**config.mk**
```make
export PLATFORM = sky130hd
export DESIGN_NAME = ogr_job_sequencer
export DESIGN_NICKNAME = d
export VERILOG_FILES = /design/src/rtl/ogr_job_sequencer_pkg.sv /design/src/rtl/ogr_result_mux.sv /design/src/rtl/ogr_job_sequencer.sv
export SDC_FILE = /design/constraint.sdc
export NUM_CORES = 1
export LEC_CHECK = 0
export CAP_MARGIN = 10
export CORE_UTILIZATION = 30
export CTS_BUF_LIST = sky130_fd_sc_hd__clkbuf_2 sky130_fd_sc_hd__clkbuf_4 sky130_fd_sc_hd__clkbuf_8
export CTS_CLUSTER_DIAMETER = 40
export CTS_CLUSTER_SIZE = 28
export DETAILED_ROUTE_END_ITERATION = 6
export DONT_BUFFER_PORTS = 1
export GPL_ROUTABILITY_DRIVEN = 0
export HOLD_SLACK_MARGIN = 0.02
export PLACE_DENSITY = 0.47
export SLEW_MARGIN = 15
export SYNTH_ARGS = -nofsm -noshare
export SYNTH_HDL_FRONTEND = slang
export SYNTH_SLANG_ARGS = --single-unit
export TNS_END_PERCENT = 30
```
**constraint.sdc**
```tcl
create_clock -name FXCLK -period 6.3 [get_ports FXCLK]
set_input_delay 1.26 -clock FXCLK [delete_from_list [all_inputs] [get_ports FXCLK]]
set_output_delay 1.26 -clock FXCLK [all_outputs]
set_load 0.02 [all_outputs]
```
**src/rtl/ogr_job_sequencer_pkg.sv**
```systemverilog
// +-----------------------------------------------------------------------+
// | ogr_job_sequencer_pkg : shared sizes, state encoding and helpers      |
// | Rev 1.0                                                               |
// +-----------------------------------------------------------------------+
`default_nettype none

package ogr_job_sequencer_pkg;

  localparam int NUMPOSITIONS = 5;
  localparam int PVW          = 8;
  localparam int NRS          = 5;
  localparam int W            = (NUMPOSITIONS + 1) * PVW;
  localparam int WDOG_W       = 22;
  localparam int HOLD_W       = 3;
  localparam int IDX_W        = 6;

  typedef enum logic [2:0] {
    S_IDLE   = 3'd0,
    S_LOAD   = 3'd1,
    S_RUN    = 3'd2,
    S_DRAIN  = 3'd3,
    S_STATUS = 3'd4
  } state_e;

  // The engine may report more hits than it has slots to hold.
  function automatic logic [IDX_W-1:0] clip_count(input logic [IDX_W-1:0] n, input int lim);
    return (n > IDX_W'(lim)) ? IDX_W'(lim) : n;
  endfunction

endpackage

`default_nettype wire

```
**src/rtl/ogr_result_mux.sv**
```systemverilog
// +-----------------------------------------------------------------------+
// | ogr_result_mux : picks 1-based result slot; slot 1 is the MSB word    |
// | Rev 1.0                                                               |
// +-----------------------------------------------------------------------+
`default_nettype none

module ogr_result_mux #(
  parameter int W   = 48,
  parameter int NRS = 5
) (
  input  logic [W*NRS-1:0] slots,
  input  logic [5:0]       sel,
  output logic [W-1:0]     marks
);

  always_comb begin
    marks = '0;
    for (int k = 1; k <= NRS; k++) begin
      if (sel == 6'(k)) begin
        marks = slots[W*(NRS-k) +: W];
      end
    end
  end

endmodule

`default_nettype wire

```
**src/rtl/ogr_job_sequencer.sv**
```systemverilog
// +-----------------------------------------------------------------------+
// | ogr_job_sequencer : feeds jobs to a search engine, drains its results |
// | Rev 1.0                                                               |
// +-----------------------------------------------------------------------+
`default_nettype none

module ogr_job_sequencer #(
  parameter int NUMPOSITIONS   = ogr_job_sequencer_pkg::NUMPOSITIONS,
  parameter int PVW            = ogr_job_sequencer_pkg::PVW,
  parameter int NRS            = ogr_job_sequencer_pkg::NRS,
  parameter int RESET_HOLD     = 4,
  parameter int TIMEOUT_CYCLES = 2000000,
  localparam int W             = (NUMPOSITIONS + 1) * PVW
) (
  input  logic             FXCLK,
  input  logic             RESET_IN,
  input  logic             job_valid,
  output logic             job_ready,
  input  logic [W-1:0]     job_firstvalues,
  output logic             eng_reset,
  output logic [W-1:0]     eng_firstvalues,
  input  logic             eng_done,
  input  logic [5:0]       eng_num_results,
  input  logic [W*NRS-1:0] eng_results,
  output logic             res_valid,
  input  logic             res_ready,
  output logic [W-1:0]     res_marks,
  output logic [5:0]       res_index,
  output logic             res_last,
  output logic             stat_valid,
  output logic             stat_timeout,
  output logic [5:0]       stat_count,
  output logic             busy
);

  import ogr_job_sequencer_pkg::*;

  state_e              state;
  state_e              state_nx;
  logic [HOLD_W-1:0]   hold_cnt;
  logic [WDOG_W-1:0]   wdog;
  logic [IDX_W-1:0]    count;
  logic                tmo_flag;
  logic [W*NRS-1:0]    snap;

  logic [IDX_W-1:0]    w_clip;
  logic                w_hold_done;
  logic                w_wdog_exp;
  logic [W*NRS-1:0]    w_mux_src;
  logic [5:0]          w_mux_sel;
  logic [W-1:0]        w_mux_out;

  assign w_clip      = clip_count(eng_num_results, NRS);
  assign w_hold_done = (hold_cnt == HOLD_W'(RESET_HOLD - 1));
  assign w_wdog_exp  = (wdog == WDOG_W'(TIMEOUT_CYCLES - 1));

  // On the done cycle the snapshot is not yet written, so slot 1 comes straight from the engine.
  assign w_mux_src = (state == S_RUN) ? eng_results : snap;
  assign w_mux_sel = (state == S_RUN) ? 6'd1 : (res_index + 6'd1);

  ogr_result_mux #(
    .W   (W),
    .NRS (NRS)
  ) u_result_mux (
    .slots (w_mux_src),
    .sel   (w_mux_sel),
    .marks (w_mux_out)
  );

  assign job_ready  = (state == S_IDLE);
  assign eng_reset  = (state != S_RUN);
  assign res_valid  = (state == S_DRAIN);
  assign stat_valid = (state == S_STATUS);
  assign busy       = (state != S_IDLE);

  always_ff @(posedge FXCLK) begin
    if (!RESET_IN) begin
      state <= S_IDLE;
    end else begin
      state <= state_nx;
    end
  end

  always_comb begin
    state_nx = state;
    case (state)
      S_IDLE:   if (job_valid) state_nx = S_LOAD;
      S_LOAD:   if (w_hold_done) state_nx = S_RUN;
      S_RUN: begin
        if (eng_done) begin
          state_nx = (w_clip != '0) ? S_DRAIN : S_STATUS;
        end else if (w_wdog_exp) begin
          state_nx = S_STATUS;
        end
      end
      S_DRAIN:  if (res_ready && res_last) state_nx = S_STATUS;
      S_STATUS: state_nx = S_IDLE;
      default:  state_nx = S_IDLE;
    endcase
  end

  always_ff @(posedge FXCLK) begin
    if (!RESET_IN) begin
      eng_firstvalues <= '0;
      hold_cnt        <= '0;
      wdog            <= '0;
      count           <= '0;
      tmo_flag        <= 1'b0;
      snap            <= '0;
      res_marks       <= '0;
      res_index       <= '0;
      res_last        <= 1'b0;
      stat_timeout    <= 1'b0;
      stat_count      <= '0;
    end else begin
      case (state)
        S_IDLE: begin
          if (job_valid) begin
            eng_firstvalues <= job_firstvalues;
            hold_cnt        <= '0;
            wdog            <= '0;
            count           <= '0;
            tmo_flag        <= 1'b0;
          end
        end
        S_LOAD: begin
          hold_cnt <= hold_cnt + HOLD_W'(1);
          wdog     <= '0;
        end
        S_RUN: begin
          wdog <= wdog + WDOG_W'(1);
          if (eng_done) begin
            snap  <= eng_results;
            count <= w_clip;
            if (w_clip != '0) begin
              res_index <= 6'd1;
              res_marks <= w_mux_out;
              res_last  <= (w_clip == 6'd1);
            end else begin
              stat_count   <= '0;
              stat_timeout <= 1'b0;
            end
          end else if (w_wdog_exp) begin
            tmo_flag     <= 1'b1;
            count        <= '0;
            stat_count   <= '0;
            stat_timeout <= 1'b1;
          end
        end
        S_DRAIN: begin
          if (res_ready) begin
            if (res_last) begin
              stat_count   <= count;
              stat_timeout <= tmo_flag;
            end else begin
              res_index <= res_index + 6'd1;
              res_marks <= w_mux_out;
              res_last  <= ((res_index + 6'd1) == count);
            end
          end
        end
        default: begin
        end
      endcase
    end
  end

endmodule

`default_nettype wire

```
== After elaboration in Yosys (flattened, before gate mapping) ==
Index checks and enable logic that the tools add are counted.
Cells by class
  add/sub/neg operators: 3
  magnitude comparators: 1
  eq/ne operators: 26
  muxes and demuxes: 52
  reduce and logical (&&, ||, !) cells: 18
Operators by type and width (count)
  $mux W48: 9
  $mux W240: 1
  $pmux W48 S2: 1
  $mux W6: 13
  $pmux W22 S3: 1
  $pmux W6 S2: 3
  $add A22 B1 Y22 const B: 1
  $eq A22 B21 Y1 const B: 1
  $mux W22: 1
  $mux W3: 7
  $eq A6 B1 Y1 const B: 2
  $eq A6 B2 Y1 const B: 2
  $eq A6 B3 Y1 const B: 2
  $ne A2 B2 Y1 const B: 6
  $pmux W3 S4: 1
  $reduce_and A4 Y1: 3
  $mux W1: 11
  $reduce_and A5 Y1: 2
  $eq A3 B2 Y1 const B: 3
  $ne A2 B1 Y1 const B: 4
  $reduce_and A2 Y1: 4
  $add A6 B1 Y6 const B: 1
  $eq A6 B6 Y1: 1
  $gt A6 B3 Y1 const B: 1
  other kinds (13): 19
Word-level totals
  register bits after elaboration: 385
  bits of input ports: 299
  word-level logic and storage cells: 112

== Depth between registers and ports, before layout ==
  depth after elaboration: 11
  mapped depth: 11
  mapped depth without buffers: 8

== Cells and area by module ==
From an unflattened synthesis, not the netlist that was laid out.
Unflattened totals
  cell total of the unflattened synthesis: 2805
  area, all modules: 19078.3 um^2
By module, submodules not included
  ogr_job_sequencer: times used 1, cells each 2535, area each 16897.5 um^2
  ogr_result_mux: times used 1, cells each 270, area each 2180.8 um^2

== Least setup slack after synthesis ==
No wires, ideal clock.
  path type: input -> register
  start: in eng_num_results[5]
  end: reg res_marks[21]
  arrival: 3019 ps
  required time: 6163 ps
  path slack: 3144 ps
  stages: 8
  buffers on the path: 2
  path through: or4_1 -> o31ai_1 -> and2_1 -> clkbuf_1 -> buf_2 -> o31ai_1 -> a21oi_1 -> a311oi_1
Between the ends
  longest elaborated chain between the ends: 5
RTL lines
  start: declaration: RTL line ogr_job_sequencer.sv:23  | input logic [5:0] eng_num_results,
  $gt A6 B3 Y1: RTL line ogr_job_sequencer_pkg.sv:27  | return (n > IDX_W'(lim)) ? IDX_W'(lim) : n;
  $mux W6 (*): RTL line ogr_job_sequencer_pkg.sv:27
  $reduce_bool A6 Y1 (*): RTL line ogr_job_sequencer.sv:135  | if (w_clip != '0) begin
  $ne A2 B1 Y1 (no source line) (*)
  $reduce_and A5 Y1 (no source line) (*)
  end signal: assignment: RTL line ogr_job_sequencer.sv:137  | res_marks <= w_mux_out;
  end signal: assignment: RTL line ogr_job_sequencer.sv:157  | res_marks <= w_mux_out;
  end: declaration: RTL line ogr_job_sequencer.sv:27  | output logic [W-1:0] res_marks,
Every way passes the cells marked *; elsewhere a longest branch is shown, timed or not.
A chain may end at the register's enable or synchronous reset.

== Final worst setup path ==
  start: reg res_index[0]
  end: reg res_marks[39]
Between the ends
  longest elaborated chain between the ends: 11
  elaborated cells between the ends (all ways): 17
RTL lines
  start: declaration: RTL line ogr_job_sequencer.sv:28  | output logic [5:0] res_index,
  start signal: assignment: RTL line ogr_job_sequencer.sv:156  | res_index <= res_index + 6'd1;
  $add A6 B1 Y6 (*): RTL line ogr_job_sequencer.sv:59  | assign w_mux_sel = (state == S_RUN) ? 6'd1 : (res_index + 6'd1);
  $mux W6 (*): RTL line ogr_job_sequencer.sv:59
  $eq A6 B1 Y1: RTL line ogr_result_mux.sv:19  | if (sel == 6'(k)) begin
  $mux W48 (4 in a row): RTL line ogr_result_mux.sv:19
  $mux W48 (*): RTL line ogr_result_mux.sv:19
  $mux W48 (on tied branches): RTL line ogr_job_sequencer.sv:152, ogr_job_sequencer.sv:135
  $mux W48 (on tied branches): RTL line ogr_job_sequencer.sv:151, ogr_job_sequencer.sv:132
  $pmux W48 S2 (*): RTL line ogr_job_sequencer.sv:116  | case (state)
Every way passes the cells marked *; elsewhere a longest branch is shown, timed or not. The select of a mux whose other input is x is not followed.

==> key figures <==
Clock network
  – CTS resizes: 0
  – Total CTS buffers: 79
  – Reg clk slew, reported paths: 60 ps
  – Clock Sinks: 385
  – Hold-fix buffers, CTS: 0
  – Max Root-Sink Buffers: 3
  – Postcts setup bufs: 0
  – Clock Tree Root: clkbuf_8
  – H-tree Lvls: 3
  – Clock latency on the worst-skew pair: 660 ps
  – TritonCTS clock tree: done

Worst setup path
  – R2R Path End: res_marks[39]
  – Crit path from: res_index[0]
  – CP required: approximately 7000 ps
  – FF-to-FF path depth: 7
  – Setup CP Type: flop to flop
  – RR Startpoint: res_index[0]
  – CP arrival: 5130 ps
  – CP endpoint kind: flop
  – Worst setup SP type: flop
  – R2R Setup Slk: ~1700 ps
  – CP max FO: 52

Power
  – Worst VDD drop: approximately 0.38 mV
  – Pwr dens: 435 nW/µm²
  – Static leakage: 0.00609 µW
  – Tot Pwr: 8420 µW

Timing
  – Setup total negative slack: 0 ps
  – Fin crit share: 72.6%
  – Relative slew margins: a little under a quarter
  – Unrepaired setup endpoints after global routing: no
  – Fin Hold WS: between 400 and 500 ps
  – Endpoints failing setup: 0
  – Final hold vios: 0
  – Final min period: 4570 ps
  – Worst slew pin tran: 1160 ps
  – Clk_skew: ~29 ps
  – Fmax achieved: 219 MHz
  – Final worst setup slack: 1730 ps
  – Max Slew Vio Count: 0

Floorplanning
  – Io pins: between 400 and 500
  – Row count: 87
  – Die W: 241 µm
  – Die Ht: 241 µm
  – Core area: 56400 µm²
  – Overall die area: 57900 µm²
  – Starting Density: between 30% and 40%

Route
  – Post-route ant nets: 0
  – Via count: 15700
  – Post-DR vias/cell: 5.40
  – DR pass1 iterations: 5
  – DRC: 0
  – Detailed Route WL: 69.5 mm
  – Routed wire length per instance: 24.0 µm
  – Initial drt markers: 1044

Synthesis
  – Post-synthesis net count: 2464
  – Synth Flop Type: dfxtp_1
  – Mapped cell area: between 15000 and 20000 µm²
  – Sequential share of the synthesized area: 45.1%
  – Post-synth EDFFs: 0
  – Synth area leaders: dfxtp_1, nand2_1, a21oi_1
  – Seq cells post-synth: 385
  – Unique masters post-synth: 63
  – Yosys top cell by area: dfxtp_1
  – Ys async rst share: 0%
  – Yosys warning count: 0
  – Synthesized instance count: 2161
  – Avg Synthesized Cell Area: 7.91 µm²
  – Synth top area share: a little under half

Global routing
  – Antenna violations before repair: 9
  – GRT overflow: 0
  – Vias in the first global route: 14800
  – Pin count of the biggest net entering global routing: 158
  – First-pass GRT wire length: 98.9 mm
  – Tot GR Track Use: 23.0%

Job
  – Max-cap violations: 0

Layout
  – Storage cell area: 7710 µm²
  – Share of layout cells above drive strength 1: about a tenth
  – P&R area growth vs syn: 13.3%
  – Fillers: roughly 6000
  – Multi-input logic area: between 8000 and 9000 µm²
  – Final Net Count: 2375
  – Fin area: between 15000 and 20000 µm²

Min path
  – Hold EP: snap[128]
  – Hold WC Path Type: flop to flop
  – Min-Delay Startpoint: snap[128]
  – Hold-critical path depth: 2

Status
  – Status: finished, final reports clean

Placement
  – Port Buffers: 0
  – Post-place setup slack: 1730 ps
  – Detailed placer's ending HPWL: 47.0 mm
  – Area after DPL: between 15000 and 20000 µm²
power by group:
group / switching, µW / total [µW] / leakage [µW] / internal (µW)
Clock: 1260 / 2940 / 0.000896 / 1680
Combinational: 1540 / 2240 / 0.00207 / 703
Sequential: 452 / 3230 / 0.00312 / 2780
synthesized netlist by cell type (all sizes together) (2+ instances only):
master,number
a21oi,347
nand4,8
mux2i,106
and4b,2
inv,11
o211a,2
ha,4
a2111oi,3
a31oi,39
or4,2
nor3b,3
nor4,6
o31ai,50
a311oi,18
a221oi,18
a22o,6
or3,27
a22oi,5
o221a,29
xnor2,10
and2,5
nand3,28
buf,36
nand2b,6
clkbuf,153
nor2,41
o21ai,40
nor3,8
a41oi,2
nand2,660
a32oi,30
dfxtp,385
and3,8
o22ai,29
a211oi,2
xor2,16
worst max-delay path, cell delays in order, from the launching register on:
cell      delay (ps)
dfxtp_1          770
ha_1             460
nand3_1          140
xnor2_1          340
nand4b_4        1000
nor2_2          1270
a221oi_1         150
a311oi_1         300
cell families (layout without fill, tap and decap cells):
kind of cell	count (synthesis)	after routing	share of synthesized area [%]
simple gates	812	812	19.5
compound gates	628	628	22.8
flops	385	385	45.1
buf+inv	200	174	4.79
mux	106	106	6.21
xor+xnor	26	26	1.33
fa+ha+maj	4	4	0.293
other cells	0	9	0
state kept, by name, indices dropped and copies added (netlist names):
register and cells:
hold_cnt 3, stat_timeout 1, state 3, snap 240
stat_count 6, eng_firstvalues 48, res_index 6, res_last 1
count 6, wdog 22, res_marks 48, tmo_flag 1
per-stage QoR:
stage,util (%),cells
after CTS,34.3,2891
after detailed placement,31.1,2747
after global placement,31.1,2747
after floorplan,-,2161
after global routing,34.3,2900
final,34.3,2900
metal layers:
layer  part of all wire (%)  GRT usage [%]  vias up
li1                       -              -     7443
met1                     37           25.2     7528
met2                     51           40.7      586
met3                    9.3           7.62      103
met4                    3.0           9.61        6
met5                  0.055              0        -
worst max path at each step:
stage	to	slack, ps
2_1_floorplan	res_marks[21]	3140
3_5_place_dp	res_marks[39]	1730
4_1_cts	res_marks[39]	1730
6_report	res_marks[39]	1730
3_3_place_gp	res_marks[24]	1960
5_1_grt	res_marks[40]	1510
cell usage in the layout (no fill, tap or decap), types with 8 or more instances in the layout:
cell type   instances
o221a_2            29
clkbuf_8           94
buf_4              15
nor2_1             40
or3_1              27
diode_2             9
a32oi_1            30
a21oi_1           347
mux2i_1           106
xor2_1             16
o22ai_1            29
inv_6               8
a31oi_1            39
nand3_1            28
a221oi_1           18
nand2_1           658
o31ai_1            48
nand4_1             8
xnor2_1            10
clkinv_2           11
o21ai_0            39
a311oi_1           18
clkinvlp_4         13
dfxtp_1           385
inv_1              10
and3_1              8
layout make-up:
class,instances,area share (%)
Antenna cell,9,0.116
Clock buffer,100,6.91
Clock inverter,44,2.36
Inverter,11,0.252
Multi-Input combinational cell,1576,44.7
Sequential cell,385,39.8
Tap cell,756,4.88
Timing Repair Buffer,19,0.950
Note: power is estimated with default switching activity, not from simulation.
